**src/rtl/mux_pkg.sv**
```systemverilog
// Shared definitions for the arbitrating channel multiplexer: mode encodings
// and the select-width helper.
package mux_pkg;

   localparam int MODE_SEL  = 0;
   localparam int MODE_PRIO = 1;
   localparam int MODE_RR   = 2;

   // A select port is never narrower than one bit, even for tiny channel counts.
   function automatic int sel_width(input int n);
      return (n <= 2) ? 1 : $clog2(n);
   endfunction

endpackage

```
**src/rtl/rr_arbiter.sv**
```systemverilog
// Circular-priority arbiter: searches the request vector upward from ptr,
// wrapping at NCH-1, and returns a one-hot grant plus its encoded index.
module rr_arbiter
   import mux_pkg::*;
#(
   parameter int NCH  = 4,
   parameter int SELW = 2
) (
   input  logic [NCH-1:0]  req,
   input  logic [SELW-1:0] ptr,
   input  logic            open,
   output logic [NCH-1:0]  grant,
   output logic [SELW-1:0] idx
);

   localparam logic [SELW:0] NCH_W = (SELW+1)'(NCH);

   logic [SELW:0]   pos;
   logic [SELW-1:0] c;
   logic            found;

   // ptr is always below NCH, so a single subtraction folds the wrap.
   always_comb begin
      grant = '0;
      idx   = '0;
      found = 1'b0;
      pos   = '0;
      c     = '0;
      for (int off = 0; off < NCH; off++) begin
         pos = {1'b0, ptr} + (SELW+1)'(off);
         if (pos >= NCH_W) begin
            pos = pos - NCH_W;
         end
         c = pos[SELW-1:0];
         if (open && !found && req[c]) begin
            found    = 1'b1;
            grant[c] = 1'b1;
            idx      = c;
         end
      end
   end

endmodule

```
**src/rtl/arb_mux.sv**
```systemverilog
// N-channel to one valid/ready multiplexer with a single output register;
// channel choice is explicit select, fixed priority or round-robin.
module arb_mux
   import mux_pkg::*;
#(
   parameter int  WIDTH = 32,
   parameter int  NCH   = 4,
   parameter int  MODE  = MODE_SEL,
   localparam int SELW  = sel_width(NCH)
) (
   input  logic                 clk,
   input  logic                 reset,
   input  logic [NCH-1:0]       in_valid,
   output logic [NCH-1:0]       in_ready,
   input  logic [NCH*WIDTH-1:0] in_data,
   input  logic [SELW-1:0]      sel,
   output logic                 out_valid,
   input  logic                 out_ready,
   output logic [WIDTH-1:0]     out_data,
   output logic [SELW-1:0]      out_ch,
   output logic                 err_sel
);

   localparam logic [SELW:0]   NCH_W = (SELW+1)'(NCH);
   localparam logic [SELW-1:0] LAST  = SELW'(NCH-1);

   logic             open;
   logic             sel_oor;
   logic [SELW-1:0]  rr_ptr;
   logic [SELW-1:0]  arb_ptr;
   logic [SELW-1:0]  grant_idx;
   logic [NCH-1:0]   req_sel;
   logic [NCH-1:0]   arb_req;
   logic [NCH-1:0]   grant;
   logic [WIDTH-1:0] ch_data [NCH];

   assign open    = !out_valid || out_ready;
   assign sel_oor = {1'b0, sel} >= NCH_W;

   // An out-of-range select matches no channel, so it yields no request.
   generate
      for (genvar gi = 0; gi < NCH; gi++) begin : g_ch
         assign req_sel[gi] = in_valid[gi] && (sel == SELW'(gi));
         assign ch_data[gi] = in_data[gi*WIDTH +: WIDTH];
      end
   endgenerate

   always_comb begin
      arb_req = in_valid;
      arb_ptr = rr_ptr;
      if (MODE == MODE_SEL) begin
         arb_req = req_sel;
         arb_ptr = '0;
      end else if (MODE == MODE_PRIO) begin
         arb_ptr = '0;
      end
   end

   rr_arbiter #(
      .NCH  (NCH),
      .SELW (SELW)
   ) u_arb (
      .req   (arb_req),
      .ptr   (arb_ptr),
      .open  (open),
      .grant (grant),
      .idx   (grant_idx)
   );

   assign in_ready = reset ? '0 : grant;

   always_ff @(posedge clk or posedge reset) begin
      if (reset) begin
         out_valid <= 1'b0;
         out_data  <= '0;
         out_ch    <= '0;
         err_sel   <= 1'b0;
         rr_ptr    <= '0;
      end else begin
         err_sel <= (MODE == MODE_SEL) && open && sel_oor;
         if (|grant) begin
            out_data  <= ch_data[grant_idx];
            out_ch    <= grant_idx;
            out_valid <= 1'b1;
            rr_ptr    <= (grant_idx == LAST) ? '0 : grant_idx + 1'b1;
         end else if (open) begin
            out_valid <= 1'b0;
         end
      end
   end

endmodule

```
**config.mk**
```make
export PLATFORM = sky130hd
export DESIGN_NAME = arb_mux
export DESIGN_NICKNAME = d
export VERILOG_FILES = /design/src/rtl/mux_pkg.sv /design/src/rtl/rr_arbiter.sv /design/src/rtl/arb_mux.sv
export SDC_FILE = /design/constraint.sdc
export NUM_CORES = 1
export LEC_CHECK = 0
export CAP_MARGIN = 20
export CORE_MARGIN = 2
export CORE_UTILIZATION = 32
export DETAILED_ROUTE_END_ITERATION = 16
export PLACE_DENSITY = 0.81
export SYNTH_ARGS = -nofsm -noshare
export SYNTH_HDL_FRONTEND = slang
export SYNTH_SLANG_ARGS = --single-unit
```
**constraint.sdc**
```tcl
create_clock -name clk -period 1.5 [get_ports clk]
set_input_delay 0.3 -clock clk [delete_from_list [all_inputs] [get_ports clk]]
set_output_delay 0.3 -clock clk [all_outputs]
set_load 0.005 [all_outputs]
```
==> flow_results.org <==
** Drt
- Wire length after detailed routing :: 8.489 mm
- Via count :: 2637
- Routed WL per cell :: 17.54 um
- The first detailed-routing pass took 5 iterations.
- Number of nets with antenna violations after detailed routing :: 0
- The detailed router used layers up to and including met4.
- After detailed routing, the number of remaining DRC violations is 0.
- Mean number of vias per cell :: 5.448
- Met2 WL :: 4.528 mm
- The detailed router finished its first iteration with 77 violations.
- Met3 routed WL :: 769 um
- Met1 routed wirelength after detailed routing :: 3.029 mm

** Floorplanning
- The floorplan step defined a die boundary enclosing 7151 um^2.
- Placeable core region :: 6314 um^2
- Initial cell density of the core :: 32.90%
- Die extent in x :: 84.57 um
- Number of placement rows :: 29
- Pin placement for this block handled 177 I/O pins.
- Vertical die dimension :: 84.57 um

** Run
- Max-cap violations in this run came to 0.

** Worst setup path
- Worst endpoint required time :: 1670 ps
- Max Fanout on Critical Path :: 6
- The worst register-to-register path ends at out_data[26].
- STA classifies the critical path endpoint as a flop.
- STA classifies the critical path startpoint as an input pin.
- The worst register-to-register path has a setup slack of -40 ps.
- Length in cells of the worst reg-to-reg path :: 6
- The worst register-to-register path begins at out_valid.
- Worst Path Class, Setup :: in -> reg
- Arrival time reported for the critical path endpoint :: 1710 ps

** STA
- Setup violations remaining at the end of the flow were counted as 35.
- Period Utilization, post-route :: 102.8%
- The final-report max-slew violation count came to 0.
- RSZ-0062 raised after global routing :: yes
- The count of endpoints failing hold in the final timing report is 0.
- Final worst-path setup slack :: -42.24 ps
- Timing would allow up to 648.4 MHz.
- Counting I/O delays and the setup requirement, the final critical path takes 1542 ps.
- Clock tree skew after final layout :: 3.899 ps
- Aggregate negative setup slack :: -762.5 ps

** Synthesis
- Yosys instantiated no cell more often than a22oi_1.
- Netlist Area Pre-Place :: 2077 um^2
- Summed over its instances, the top area cell type makes up 42.17% of the synthesized netlist area.
- Number of enable flip-flop cells after synthesis :: 0
- The largest total area in the synthesized netlist belongs to dfrtp_1.
- The commonest cells after synthesis are a22oi_1 (64), dfrtp_1 (35), a21o_1 (33), o22ai_1 (33), clkbuf_1 (11).
- Netlist cell types :: 20
- Register area share after synthesis :: 42.17%
- For this run, the leading register cell type out of synthesis is dfrtp_1.
- Dividing the synthesized area by the synthesized cell count gives 9.706 um^2.
- Yosys attributes the largest share of cell area to dfrtp_1 (42%), a22oi_1 (23%), a21o_1 (12%), o22ai_1 (9.9%), buf_2 (2.4%).
- Yosys printed 0 warnings.
- Post-synthesis sequential element count :: 35
- Synthesis produced a netlist with a net count of 351.
- Counting every instance in the synthesized netlist gives 214.
- Of all flip-flops after synthesis, the portion carrying an async set or reset was 100.0%.

** Global routing
- Global routing used 23.33% of the available tracks across all layers.
- Antenna violations before repair :: 0
- Global routing finished with a remaining overflow of 0.
- Vias in the first global route :: 2727
- The first global-routing pass estimated 13.25 mm of wire.
- Entering global routing, the biggest net connects 23 pins.

** CTS
- In this run, CTS created clock tree buffers numbering 5.
- TritonCTS built the clock tree.
- Total clock sinks :: 35
- After clock tree synthesis, the flow added hold-fix buffers numbering 0.
- Clock latency on the worst-skew pair :: 280 ps
- The tree is rooted in a clkbuf_8.
- Clock-pin slew on the worst setup and hold paths :: 70 ps
- The H-tree was split into 2 levels.
- Deepest clock path buffer count :: 2

** Layout
- Growth of design area from synthesis to finish :: 110.3%
- Across the whole layout, storage elements account for 875.8 um^2.
- Fraction of final layout cells sized beyond drive strength 1 :: 15.48%
- In the final design database the tool counted 544 nets.
- After the flow finishes, the layout carries non-filler instances totaling 484.
- The number of antenna diodes in the final layout is 0.
- Fill cells in the final layout number 508.
- Multi-input logic area :: 1131 um^2

** Placed design
- Final HPWL from detailed placement :: 6.293 mm
- At the end of routability-driven placement, the weighted congestion stood at 0.7427.
- Placed cells :: 463
- Port buffering added 175 buffers.

** Worst hold path
- Min-Delay Path Class :: in -> async

** Power
- Power per standard cell area :: 809.5 nW/um^2
- VDD IR max :: 0.6940 mV
- Leakage dissipation :: 1.958 nW

** Run status
- The final reports fail on negative setup slack.
- The flow ran to the end, but the final reports show violations.
-- timing repair --
action                     in CTS  in global routing
setup endpoints to repair      38                 41
gates resized for setup        59                  9
gates cloned                    4                  0
setup buffers                   9                  1
pin swaps                      31                  2
-- cell usage in the layout, fill, tap and decap left out, drive strengths merged --
master         Yosys  final
and2               2      2
o22ai             33     33
bufbuf             0      2
nand2              4      4
buf               17     41
inv                1      1
dlymetal6s2s       0      4
nor2b              2      2
nor3b              2      2
clkdlybuf4s50      0    160
dfrtp             35     35
clkbuf            11      6
nor3               2      2
nand2b             2      2
nor2               2      2
clkinv             0      1
o22a               1      1
dlygate4sd2        0      7
a21o              33     33
o21ai              2      2
a22oi             64     64
conb               1      1
-- routing by layer --
metal | global-route usage (%) | vias up
met5 | 0 | -
met4 | 7.215 | 0
met3 | 7.473 | 16
met2 | 42.81 | 124
met1 | 25.45 | 1256
li1 | - | 1241
-- cell type report --
cell class / count / area share (%)
Clock buffer: 6 / 1.891
Multi-Input combinational cell: 150 / 25.90
Inverter: 1 / 0.08594
Tap cell: 77 / 2.206
Clock inverter: 1 / 0.1146
Timing Repair Buffer: 214 / 49.76
Sequential cell: 35 / 20.05
-- how the worst max path moves through the flow --
stage	start	endpoint	slack, ps	cells after the start
final	sel[0]	out_data[26]	-40	6
after floorplan	out_valid	out_ch[0]	70	7
after detailed placement	sel[0]	in_ready[2]	-590	4
after global placement	out_ready	in_ready[2]	-610	5
after CTS	out_valid	in_ready[2]	-30	4
after global routing	out_valid	out_data[23]	-90	6
-- where the power goes --
group	switching, mW	total [mW]	internal [mW]
combinational	0.532	1.60	1.07
clock	0.310	0.669	0.360
sequential	0.113	1.27	1.16
-- metrics by stage --
| step | total power [mW] | area (um^2) | util, % | hold WS [ps] | setup WS, ps |
|---|---|---|---|---|---|
| detailed placement | 2.713 | 3963 | 62.76 | 464.8 | -592.0 |
| global route | 3.726 | 4368 | 69.18 | 346.8 | -88.32 |
| finish | 3.536 | 4368 | 69.18 | 322.1 | -42.24 |
| floorplan | 1.763 | 2077 | - | 454.3 | 74.76 |
| global placement | 2.682 | 3963 | 62.76 | 457.4 | -612.2 |
| CTS | 3.568 | 4324 | 68.49 | 480.9 | -33.70 |
-- registers in the layout, summed over array words and instances, names as in the netlist --
signal	count
out_valid	1
out_ch	2
out_data	32
-- critical path, cell delays in order --
cell	delay (ps)
dlygate4sd2_1	420
and2_4	230
nor2_1	60
o22a_4	260
bufbuf_16	270
a21o_1	170
-- kinds of logic after synthesis --
family	count (synthesis)	synth area share (%)
DFF	35	42.17
other	1	0.1805
buffers and inverters	29	7.650
AOI/OAI and AO/OA	133	45.90
and+or+nand+nor	16	4.096
Note: power is estimated with default switching activity, not from simulation.
